File: config.mk
export PLATFORM = sky130hd
export DESIGN_NAME = read_controller_sdram
export DESIGN_NICKNAME = d
export VERILOG_FILES = /design/src/rtl/read_controller_sdram_pkg.sv /design/src/rtl/read_controller_sdram_fifo.sv /design/src/rtl/read_controller_sdram.sv
export SDC_FILE = /design/constraint.sdc
export NUM_CORES = 1
export LEC_CHECK = 0
export BUFFER_PORTS_ARGS = -buffer_cell sky130_fd_sc_hd__buf_2
export CORE_ASPECT_RATIO = 0.6
export CORE_MARGIN = 8
export CORE_UTILIZATION = 65
export CTS_BUF_LIST = sky130_fd_sc_hd__clkbuf_8
export DETAILED_ROUTE_END_ITERATION = 10
export GPL_ROUTABILITY_DRIVEN = 0
export PLACE_DENSITY = 0.89
export SETUP_SLACK_MARGIN = 0.4
export SYNTH_ARGS = -nofsm -noshare
export SYNTH_HDL_FRONTEND = slang
export SYNTH_SLANG_ARGS = --single-unit
File: constraint.sdc
create_clock -name CLK -period 5.3 [get_ports CLK]
set_clock_uncertainty 0.05 [all_clocks]
set_input_delay 0.265 -clock CLK [delete_from_list [all_inputs] [get_ports CLK]]
set_output_delay 0.265 -clock CLK [all_outputs]
set_load 0.005 [all_outputs]
File: src/rtl/read_controller_sdram_pkg.sv
// Shared constants for the SDRAM frame-buffer read and write controllers:
// default frame geometry, FSM state encodings and the frame-size helper.
package read_controller_sdram_pkg;

   // Default frame geometry and SDRAM burst shape used by both controllers
   localparam int unsigned DEF_FRAME_WIDTH  = 640;
   localparam int unsigned DEF_FRAME_HEIGHT = 480;
   localparam int unsigned DEF_BURST_LEN    = 8;
   localparam int unsigned DEF_PIXEL_W      = 16;
   localparam int unsigned DEF_SDRAM_ADDR_W = 24;

   // Words in one frame; address and pixel counters wrap at this value
   function automatic int unsigned frame_words(input int unsigned width,
                                               input int unsigned height);
      return width * height;
   endfunction

   localparam int unsigned FrameWords = frame_words(DEF_FRAME_WIDTH, DEF_FRAME_HEIGHT);

   // Read-side burst FSM
   typedef enum logic [1:0] {
      IDLE       = 2'd0,
      BURST_REQ  = 2'd1,
      BURST_READ = 2'd2,
      BURST_DONE = 2'd3
   } rd_state_e;

   // Write-side burst FSM
   typedef enum logic [1:0] {
      WR_IDLE        = 2'd0,
      WR_BURST_REQ   = 2'd1,
      WR_BURST_WRITE = 2'd2,
      WR_BURST_DONE  = 2'd3
   } wr_state_e;

endpackage

File: src/rtl/read_controller_sdram_fifo.sv
// Synchronous first-word-fall-through FIFO holding pixels between the SDRAM
// read bursts and the display consumer. Depth must be a power of two.
module pixel_fifo_sync #(
   parameter int unsigned Depth = 16,
   parameter int unsigned Width = 16,
   localparam int unsigned PtrW = $clog2(Depth),
   localparam int unsigned CntW = $clog2(Depth + 1)
) (
   input  logic             clk_i,
   input  logic             rst_ni,
   input  logic             push_i,
   input  logic             pop_i,
   input  logic [Width-1:0] data_i,
   output logic [Width-1:0] data_o,
   output logic             full_o,
   output logic             empty_o,
   output logic [CntW-1:0]  count_o
);

   logic [Width-1:0] mem_q [Depth];
   logic [PtrW-1:0]  wr_ptr_q, wr_ptr_d;
   logic [PtrW-1:0]  rd_ptr_q, rd_ptr_d;
   logic [CntW-1:0]  count_q, count_d;
   logic             wr_en, rd_en;

   assign full_o  = (count_q == CntW'(Depth));
   assign empty_o = (count_q == '0);
   assign count_o = count_q;
   assign wr_en   = push_i && !full_o;
   assign rd_en   = pop_i && !empty_o;

   // Head word is presented directly; forced to zero while empty so the
   // output is clean after reset without clearing the storage array
   assign data_o = empty_o ? '0 : mem_q[rd_ptr_q];

   // Pointer and occupancy update; push and pop in one cycle cancel out
   always_comb begin
      wr_ptr_d = wr_ptr_q;
      rd_ptr_d = rd_ptr_q;
      count_d  = count_q;
      if (wr_en) wr_ptr_d = wr_ptr_q + PtrW'(1);
      if (rd_en) rd_ptr_d = rd_ptr_q + PtrW'(1);
      if (wr_en && !rd_en) count_d = count_q + CntW'(1);
      if (rd_en && !wr_en) count_d = count_q - CntW'(1);
   end

   // Control state registers
   always_ff @(posedge clk_i or negedge rst_ni) begin
      if (!rst_ni) begin
         wr_ptr_q <= '0;
         rd_ptr_q <= '0;
         count_q  <= '0;
      end else begin
         wr_ptr_q <= wr_ptr_d;
         rd_ptr_q <= rd_ptr_d;
         count_q  <= count_d;
      end
   end

   // Storage array write port
   always_ff @(posedge clk_i) begin
      if (wr_en) mem_q[wr_ptr_q] <= data_i;
   end

endmodule

File: src/rtl/read_controller_sdram.sv
// Frame-buffer read controller: fetches fixed-length SDRAM read bursts in
// frame order into a two-burst pixel FIFO and streams them to the display.
module read_controller_sdram
   import read_controller_sdram_pkg::*;
#(
   parameter int unsigned FrameWidth        = DEF_FRAME_WIDTH,
   parameter int unsigned FrameHeight       = DEF_FRAME_HEIGHT,
   parameter int unsigned BurstLengthSDRAM  = DEF_BURST_LEN,
   parameter int unsigned PixelBitWidth     = DEF_PIXEL_W,
   parameter int unsigned AddressWidthSDRAM = DEF_SDRAM_ADDR_W
) (
   input  logic                         CLK,
   input  logic                         RST,
   input  logic                         i_sdram_ack,
   input  logic                         i_sdram_valid_rd,
   input  logic [PixelBitWidth-1:0]     i_sdram_data,
   input  logic                         i_pixel_req,
   output logic                         o_sdram_rd_req,
   output logic [AddressWidthSDRAM-1:0] o_sdram_addr,
   output logic [PixelBitWidth-1:0]     o_pixel,
   output logic                         o_pixel_valid,
   output logic                         o_sof,
   output logic                         o_busy_rd
);

   localparam int unsigned FrameWordsP = frame_words(FrameWidth, FrameHeight);
   localparam int unsigned AddrW       = $clog2(FrameWordsP + 1);
   localparam int unsigned Depth       = 2 * BurstLengthSDRAM;
   localparam int unsigned CntW        = $clog2(Depth + 1);
   localparam int unsigned BeatW       = $clog2(BurstLengthSDRAM);

   rd_state_e                    state_q, state_d;
   logic [AddrW-1:0]             head_q, head_d;
   logic [AddrW-1:0]             pix_q, pix_d;
   logic [BeatW-1:0]             beat_q, beat_d;
   logic                         rd_req_q, rd_req_d;
   logic [AddressWidthSDRAM-1:0] addr_q, addr_d;
   logic                         busy_q;

   logic                         fifo_full, fifo_empty;
   logic [CntW-1:0]              fifo_count;
   logic [PixelBitWidth-1:0]     fifo_data;
   logic                         push, pop;
   logic [CntW:0]                free_w;
   logic                         burst_room;
   logic                         last_beat;

   assign pop       = i_pixel_req && !fifo_empty;
   assign push      = (state_q == BURST_READ) && i_sdram_valid_rd && !fifo_full;
   assign last_beat = (beat_q == BeatW'(BurstLengthSDRAM - 1));

   // Free space counts a pop happening this cycle, so a steadily draining
   // consumer lets the next burst start one cycle earlier
   assign free_w     = (CntW + 1)'(Depth) - {1'b0, fifo_count} + {{CntW{1'b0}}, pop};
   assign burst_room = (free_w >= (CntW + 1)'(BurstLengthSDRAM));

   pixel_fifo_sync #(
      .Depth (Depth),
      .Width (PixelBitWidth)
   ) u_fifo (
      .clk_i   (CLK),
      .rst_ni  (RST),
      .push_i  (push),
      .pop_i   (pop),
      .data_i  (i_sdram_data),
      .data_o  (fifo_data),
      .full_o  (fifo_full),
      .empty_o (fifo_empty),
      .count_o (fifo_count)
   );

   // FSM state register
   always_ff @(posedge CLK or negedge RST) begin
      if (!RST) state_q <= IDLE;
      else      state_q <= state_d;
   end

   // FSM next-state logic
   always_comb begin
      state_d = state_q;
      unique case (state_q)
         IDLE:       if (burst_room) state_d = BURST_REQ;
         BURST_REQ:  if (i_sdram_ack) state_d = BURST_READ;
         BURST_READ: if (i_sdram_valid_rd && last_beat) state_d = BURST_DONE;
         BURST_DONE: state_d = IDLE;
         default:    state_d = IDLE;
      endcase
   end

   // FSM outputs and burst bookkeeping; request and address are registered
   // on entry to BURST_REQ so they are stable for the whole handshake
   always_comb begin
      rd_req_d = rd_req_q;
      addr_d   = addr_q;
      head_d   = head_q;
      beat_d   = beat_q;
      unique case (state_q)
         IDLE: begin
            if (burst_room) begin
               rd_req_d = 1'b1;
               addr_d   = AddressWidthSDRAM'(head_q);
            end
         end
         BURST_REQ: begin
            if (i_sdram_ack) begin
               rd_req_d = 1'b0;
               head_d   = head_q + AddrW'(BurstLengthSDRAM);
               beat_d   = '0;
            end
         end
         BURST_READ: begin
            if (i_sdram_valid_rd) beat_d = beat_q + BeatW'(1);
         end
         BURST_DONE: begin
            if (head_q == AddrW'(FrameWordsP)) head_d = '0;
         end
         default: ;
      endcase
   end

   // Output pixel counter: position of the FIFO head within the frame
   always_comb begin
      pix_d = pix_q;
      if (pop) pix_d = (pix_q == AddrW'(FrameWordsP - 1)) ? '0 : pix_q + AddrW'(1);
   end

   // Datapath and output registers
   always_ff @(posedge CLK or negedge RST) begin
      if (!RST) begin
         head_q   <= '0;
         pix_q    <= '0;
         beat_q   <= '0;
         rd_req_q <= 1'b0;
         addr_q   <= '0;
         busy_q   <= 1'b0;
      end else begin
         head_q   <= head_d;
         pix_q    <= pix_d;
         beat_q   <= beat_d;
         rd_req_q <= rd_req_d;
         addr_q   <= addr_d;
         busy_q   <= (state_q != IDLE);
      end
   end

   assign o_sdram_rd_req = rd_req_q;
   assign o_sdram_addr   = addr_q;
   assign o_pixel        = fifo_data;
   assign o_pixel_valid  = !fifo_empty;
   assign o_sof          = (pix_q == '0) && !fifo_empty;
   assign o_busy_rd      = busy_q;

endmodule

======== Word level (Yosys, flattened, before mapping) ========
Memories as Yosys holds them, arrays and structs flattened.
Cells that the tools add are included.
word-level totals
  bits in registers ....................... 77
  bits in latches ......................... 0
  memory bits (writable) .................. 256
  bits in read-only memories .............. 0
  output and inout port bits .............. 44
  word-level logic and storage cells ...... 78
  memories kept ........................... 1
operators by class
  add/subtract/negate cells ............... 9
  $mul .................................... 0
  divide/modulo/power cells ............... 0
  magnitude comparators ................... 1
  eq/ne operators ......................... 12
  shifts and indexed selects .............. 0
  muxes and demuxes ....................... 19
  bitwise logic cells ..................... 0
  reduce and logical (&&, ||, !) cells .... 26
memories
  name          words  width  rd ports  clocked after Yosys merged registers in  wr ports  line                              RTL
  u_fifo.mem_q  16     16     1         0                                        1         read_controller_sdram_fifo.sv:20  logic [Width-1:0] mem_q [Depth];
operators by type and width
  cell                                                                                 number
  19-bit 2-to-1 mux                                                                    3
  19-bit equality test, second input constant                                          2
  19-bit case mux with 2 select lines                                                  1
  19-bit by 1-bit adder with 19-bit output, second input constant                      1
  19-bit by 4-bit adder with 19-bit output, second input constant                      1
  19-bit zero test                                                                     1
  16-bit 2-to-1 mux                                                                    1
  3-bit AND reduction                                                                  4
  5-bit 2-to-1 mux                                                                     2
  2-bit nonzero test                                                                   5
  1-bit logical AND                                                                    9
  4-bit by 1-bit adder with 4-bit output, second input constant                        2
  2-bit != test, second input constant                                                 4
  2-bit case mux with 4 select lines                                                   1
  6-bit by 1-bit adder with 6-bit output                                               1
  6-bit by 4-bit greater-or-equal comparator with 1-bit output, second input constant  1
  2-bit 2-to-1 mux                                                                     3
  3-bit 2-to-1 mux                                                                     2
  3-bit case mux with 2 select lines                                                   1
  5-bit by 5-bit subtractor with 6-bit output, first input constant                    1
  5-bit by 1-bit adder with 5-bit output, second input constant                        1
  5-bit equality test, second input constant                                           1
  5-bit zero test                                                                      1
  5-bit by 1-bit subtractor with 5-bit output, second input constant                   1
  other kinds (10)                                                                     17

======== Depth between registers and ports, before layout ========
  word-level depth ........................ 8
  depth in mapped cells ................... 13

======== By module ========
A second synthesis with hierarchy kept.
unflattened totals
  cell total of the unflattened synthesis .. 794
  area total of the unflattened synthesis .. 13564.3 um2
modules (own cells, without submodules)
  module                 instances  cells an instance  area each (um2)  seq. area each (um2)
  pixel_fifo_sync        1          487                10521.3          8012.7
  read_controller_sdram  1          307                3042.9           1451.4

======== Worst setup path after synthesis ========
Ideal clock, no wire load.
  path kind ............................... register to register
  start point ............................. register u_fifo.count_q[0], in the netlist u_fifo.count_o[0]
  end point ............................... register u_fifo.count_q[4], in the netlist u_fifo.count_o[4]
  arrival time ............................ 3005 ps
  required time ........................... 5127 ps
  slack ................................... 2123 ps
  stages on the path, launching flop included .. 12
  path buffers ............................ 1
  path through ............................ dfrtp_1 or4_4 o21ai_4 inv_1 buf_2 ha_1 ha_1 nor2b_1 o21ai_0 a21oi_1 or3b_2 xnor2_1
between the ends
  cells in the longest elaborated chain, start to end .. 7
  elaborated cells on any way between the ends .. 17
  classes of those cells .................. 2 x add/sub; 1 x eq/ne; 2 x mux; 12 x reduce/logical
RTL lines
  what                          line                              RTL
  from (decl)                   read_controller_sdram_fifo.sv:23  logic [CntW-1:0] count_q, count_d;
  from (signal assigned)        read_controller_sdram_fifo.sv:56  count_q <= count_d;
  5-bit zero test *             read_controller_sdram_fifo.sv:27  assign empty_o = (count_q == '0);
  1-bit zero test *             read_controller_sdram.sv:48       assign pop = i_pixel_req && !fifo_empty;
  1-bit logical AND *           read_controller_sdram.sv:48
  net pop                       read_controller_sdram.sv:43       logic push, pop;
  1-bit logical AND *           read_controller_sdram_fifo.sv:30  assign rd_en = pop_i && !empty_o;
  1-bit zero test               read_controller_sdram_fifo.sv:43  if (wr_en && !rd_en) count_d = count_q + CntW'(1);
  1-bit logical AND             read_controller_sdram_fifo.sv:43
  2-bit nonzero test (no line)  -
Mark *: on every way through the listed nets, which the timed path passes. The rest lies on a longest branch. The select of a mux whose other input is x is not followed.
A chain may end at the register's enable or synchronous reset.

======== Worst setup path after layout ========
  start point ............................. register u_fifo.count_q[0], in the netlist u_fifo.count_o[0]
  end point ............................... register u_fifo.count_q[4], in the netlist u_fifo.count_o[4]
between the ends
  cells in the longest elaborated chain, start to end .. 7
  elaborated cells on any way between the ends .. 17
  classes of those cells .................. 2 x add/sub; 1 x eq/ne; 2 x mux; 12 x reduce/logical
RTL lines
  what
  parallel branches: the longest is 7 deep, another holds 5-bit by 1-bit adder with 5-bit output
Parallel ways; which one is timed is not known. The select of a mux whose other input is x is not followed.

==> out/qor.csv <==
metric,value,unit
status,"finished, final reports clean",
die_w,203,µm
grt_max_degree,72,
reg2reg_slack,1800,ps
async_flop_share,21.7,%
finalSetupTns,0,ps
syn_inst,778,
start_util,65.3,%
post-route-period-util,66.1,%
p_per_area,485,mW/mm²
tightest_slew,1240,ps
leakagePower,5.48,nW
overflow,0,
detail-route-antenna-nets,0,
crit_required,5680,ps
worstSetupStartpointType,flip-flop,
yosysSeqAreaShare,69.7,%
ys_seq_elements,327,
slew_headroom,17.2,%
drv_slew,0,
rsz0062_at_grt,false,
cp-endpoint,u_fifo.count_o[4]$_DFFE_PN0P_,
antenna_cells,0,
worstSetupEndpointType,flip-flop,
clk_pin_slew,70,ps
ios,65,
min_period,3500,ps
fin_ws,1800,ps
grt_pass1_vias,7313,
dp_hpwl,16.8,mm
wl,27.7,mm
synth_enable_flop_cells,256,
path_buf_inv,1,
clockBufferDepth,3,
htree_levels,2,
cp.depth,10,
startpoint,u_fifo.count_o[0]$_DFFE_PN0P_,
dieArea,0.0259,mm²
critical_path.top_delay_family,simple AND/OR/NAND/NOR gates,
crit_top_cell,ha_1,
critPathKind,flip-flop to flip-flop,
cts_tree,done,
dr.pass1.iters,5,
cp_slowest_cell,or4_4,
hp-class,input pin to flip-flop,
cp_slowest_stage_delay,590,ps
post-cts-setup-buffers,0,
post_drt_wl_per_cell,23.7,µm
io_buffers,56,
cp_max_fo,13,
vias,7362,
layout.nets,898,
ys_types,59,
area_growth,9.90,%
clk_latency,560,ps
max_freq,286,MHz
vias_per_cell,6.30,
antenna_found_initial,0,
maxCapViolCount,0,
syn_area,0.0136,mm²
num_rows,41,
layout-drive-gt1-share,24.0,%
track_usage,21.8,%
core,0.0208,mm²
setup_viol,0,
synth-main-ff-cell,edfxtp_1,
drt_iter0_markers,811,
avgSynthCellArea,17.5,µm²
grt_pass1_wl,42.9,mm
hold_viol_final,0,
critPathArrivalTime,3880,ps
holdWs,27.6,ps
cts_root_buffer,clkbuf_8,
cp_cell_sequence,"or4_4, o21ai_4, inv_1, ha_1, ha_1, nor2b_1, o21ai_0, a21oi_1, or3b_2, xnor2_1",
cts_buffers,46,
r2r_end,u_fifo.count_o[4]$_DFFE_PN0P_,
die-height,128,µm
cts_sinks,327,
timing.rr.start,u_fifo.count_o[0]$_DFFE_PN0P_,
yosys_warnings,0,
drc,0,
r2r_cells,10,
dp_slack,1810,ps
peakVddDrop,0.222,mV
sequential cells by signal (all words and copies together), names as in the netlist:
register,cells
u_fifo.rd_ptr_q,4
o_busy_rd,1
state_q,2
u_fifo.count_o,5
beat_q,3
head_q,16
u_fifo.mem_q,256
o_sdram_addr,16
u_fifo.wr_ptr_q,4
pix_q,19
o_sdram_rd_req,1
layer usage:
| metal | global-route usage, % | vias to the layer above | wire [µm] |
|---|---|---|---|
| met3 | 5.15 | 60 | 2680 |
| met5 | 0 | - | 0 |
| met2 | 32.8 | 386 | 12700 |
| met4 | 6.03 | 0 | 551 |
| met1 | 31.8 | 3705 | 11800 |
| li1 | - | 3211 | - |
final cells by class:
| class | count | area, µm² |
|---|---|---|
| Clock inverter | 30 | 129 |
| Fill cell | 1238 | 5860 |
| Multi-Input combinational cell | 393 | 3820 |
| Clock buffer | 52 | 716 |
| Sequential cell | 327 | 9470 |
| Inverter | 24 | 90.1 |
| Timing Repair Buffer | 64 | 348 |
| Tap cell | 279 | 349 |
power by group:
group          switching (mW)  internal (mW)  total (mW)  leakage (nW)
combinational            1.09           1.02        2.11          1.75
sequential              0.337           2.99        3.32          3.22
clock                   0.901          0.898        1.80         0.509
total                    2.33           4.91        7.23          5.48
timing repair:
item                      CTS  global route
hold endpoints to repair   78             0
hold buffers                3             0
resized for setup           0             0
logic make-up (layout without fill, tap and decap cells):
group	Yosys count	after routing	synth area share (%)
simple gates	146	146	5.82
buf+inv	65	170	2.36
flops	327	327	69.7
compound gates	70	70	3.38
fa+ha+maj	21	21	1.99
other cells	1	8	0.0276
xor+xnor	29	29	1.87
mux	119	119	14.8
Yosys cell counts, drive strengths merged (17+ instances only):
cell    instances  share of area (%)
nand3          21               0.87
nor2           17               0.49
clkbuf         17               0.55
buf            24                1.1
ha             20                1.8
inv            24               0.66
xnor2          18                1.2
o22ai          18               0.83
nand2          43                1.2
dfrtp          71                 13
mux2i          36                2.7
mux2           19                1.6
and2           17               0.78
mux4           64                 11
edfxtp        256                 57
worst register-to-register path, stage by stage (launching register included):
cell and delay [ps]:
dfrtp_1 450, or4_4 590, o21ai_4 280, inv_1 280
ha_1 330, ha_1 330, nor2b_1 140, o21ai_0 230
a21oi_1 100, or3b_2 460, xnor2_1 140
stage by stage:
stage	std cells	instance area, µm²	total power, mW	util, %
after CTS	1169	14900	7.28	71.8
after global placement	1084	14000	5.40	67.6
after floorplan	785	13600	4.80	-
final	1169	14900	7.23	71.8
after global routing	1169	14900	7.60	71.8
after detailed placement	1084	14000	5.47	67.6
cell usage in the layout, fill, tap and decap left out, types with 14 or more instances in the layout:
master | synthesis | layout
dfrtp_1 | 71 | 68
mux4_2 | 64 | 64
o21ai_0 | 14 | 14
edfxtp_1 | 256 | 256
nand3_1 | 20 | 20
nor2_1 | 16 | 16
ha_1 | 20 | 20
mux2_2 | 19 | 19
clkbuf_8 | 1 | 52
mux2i_1 | 36 | 36
and2_1 | 17 | 17
xnor2_1 | 18 | 18
buf_2 | 10 | 56
inv_1 | 24 | 44
nand2_1 | 42 | 42
o22ai_1 | 18 | 18
how the worst min path moves through the flow:
| stage | start | endpoint | slack, ps | cells past startpoint |
|---|---|---|---|---|
| floorplan | RST | beat_q[0]$_DFFE_PN0P_ | -80 | 0 |
| global placement | o_sdram_addr[16]$_DFFE_PN0P_ | o_sdram_addr[16]$_DFFE_PN0P_ | 430 | 1 |
| detailed placement | o_sdram_addr[18]$_DFFE_PN0P_ | o_sdram_addr[18]$_DFFE_PN0P_ | 440 | 1 |
| CTS | i_sdram_data[8] | u_fifo.mem_q[0][8]$_DFFE_PP_ | 6 | 1 |
| global route | i_sdram_data[8] | u_fifo.mem_q[8][8]$_DFFE_PP_ | 20 | 1 |
| finish | i_sdram_data[8] | u_fifo.mem_q[0][8]$_DFFE_PP_ | 30 | 1 |
No activity file was read; power rests on OpenSTA's default activity.
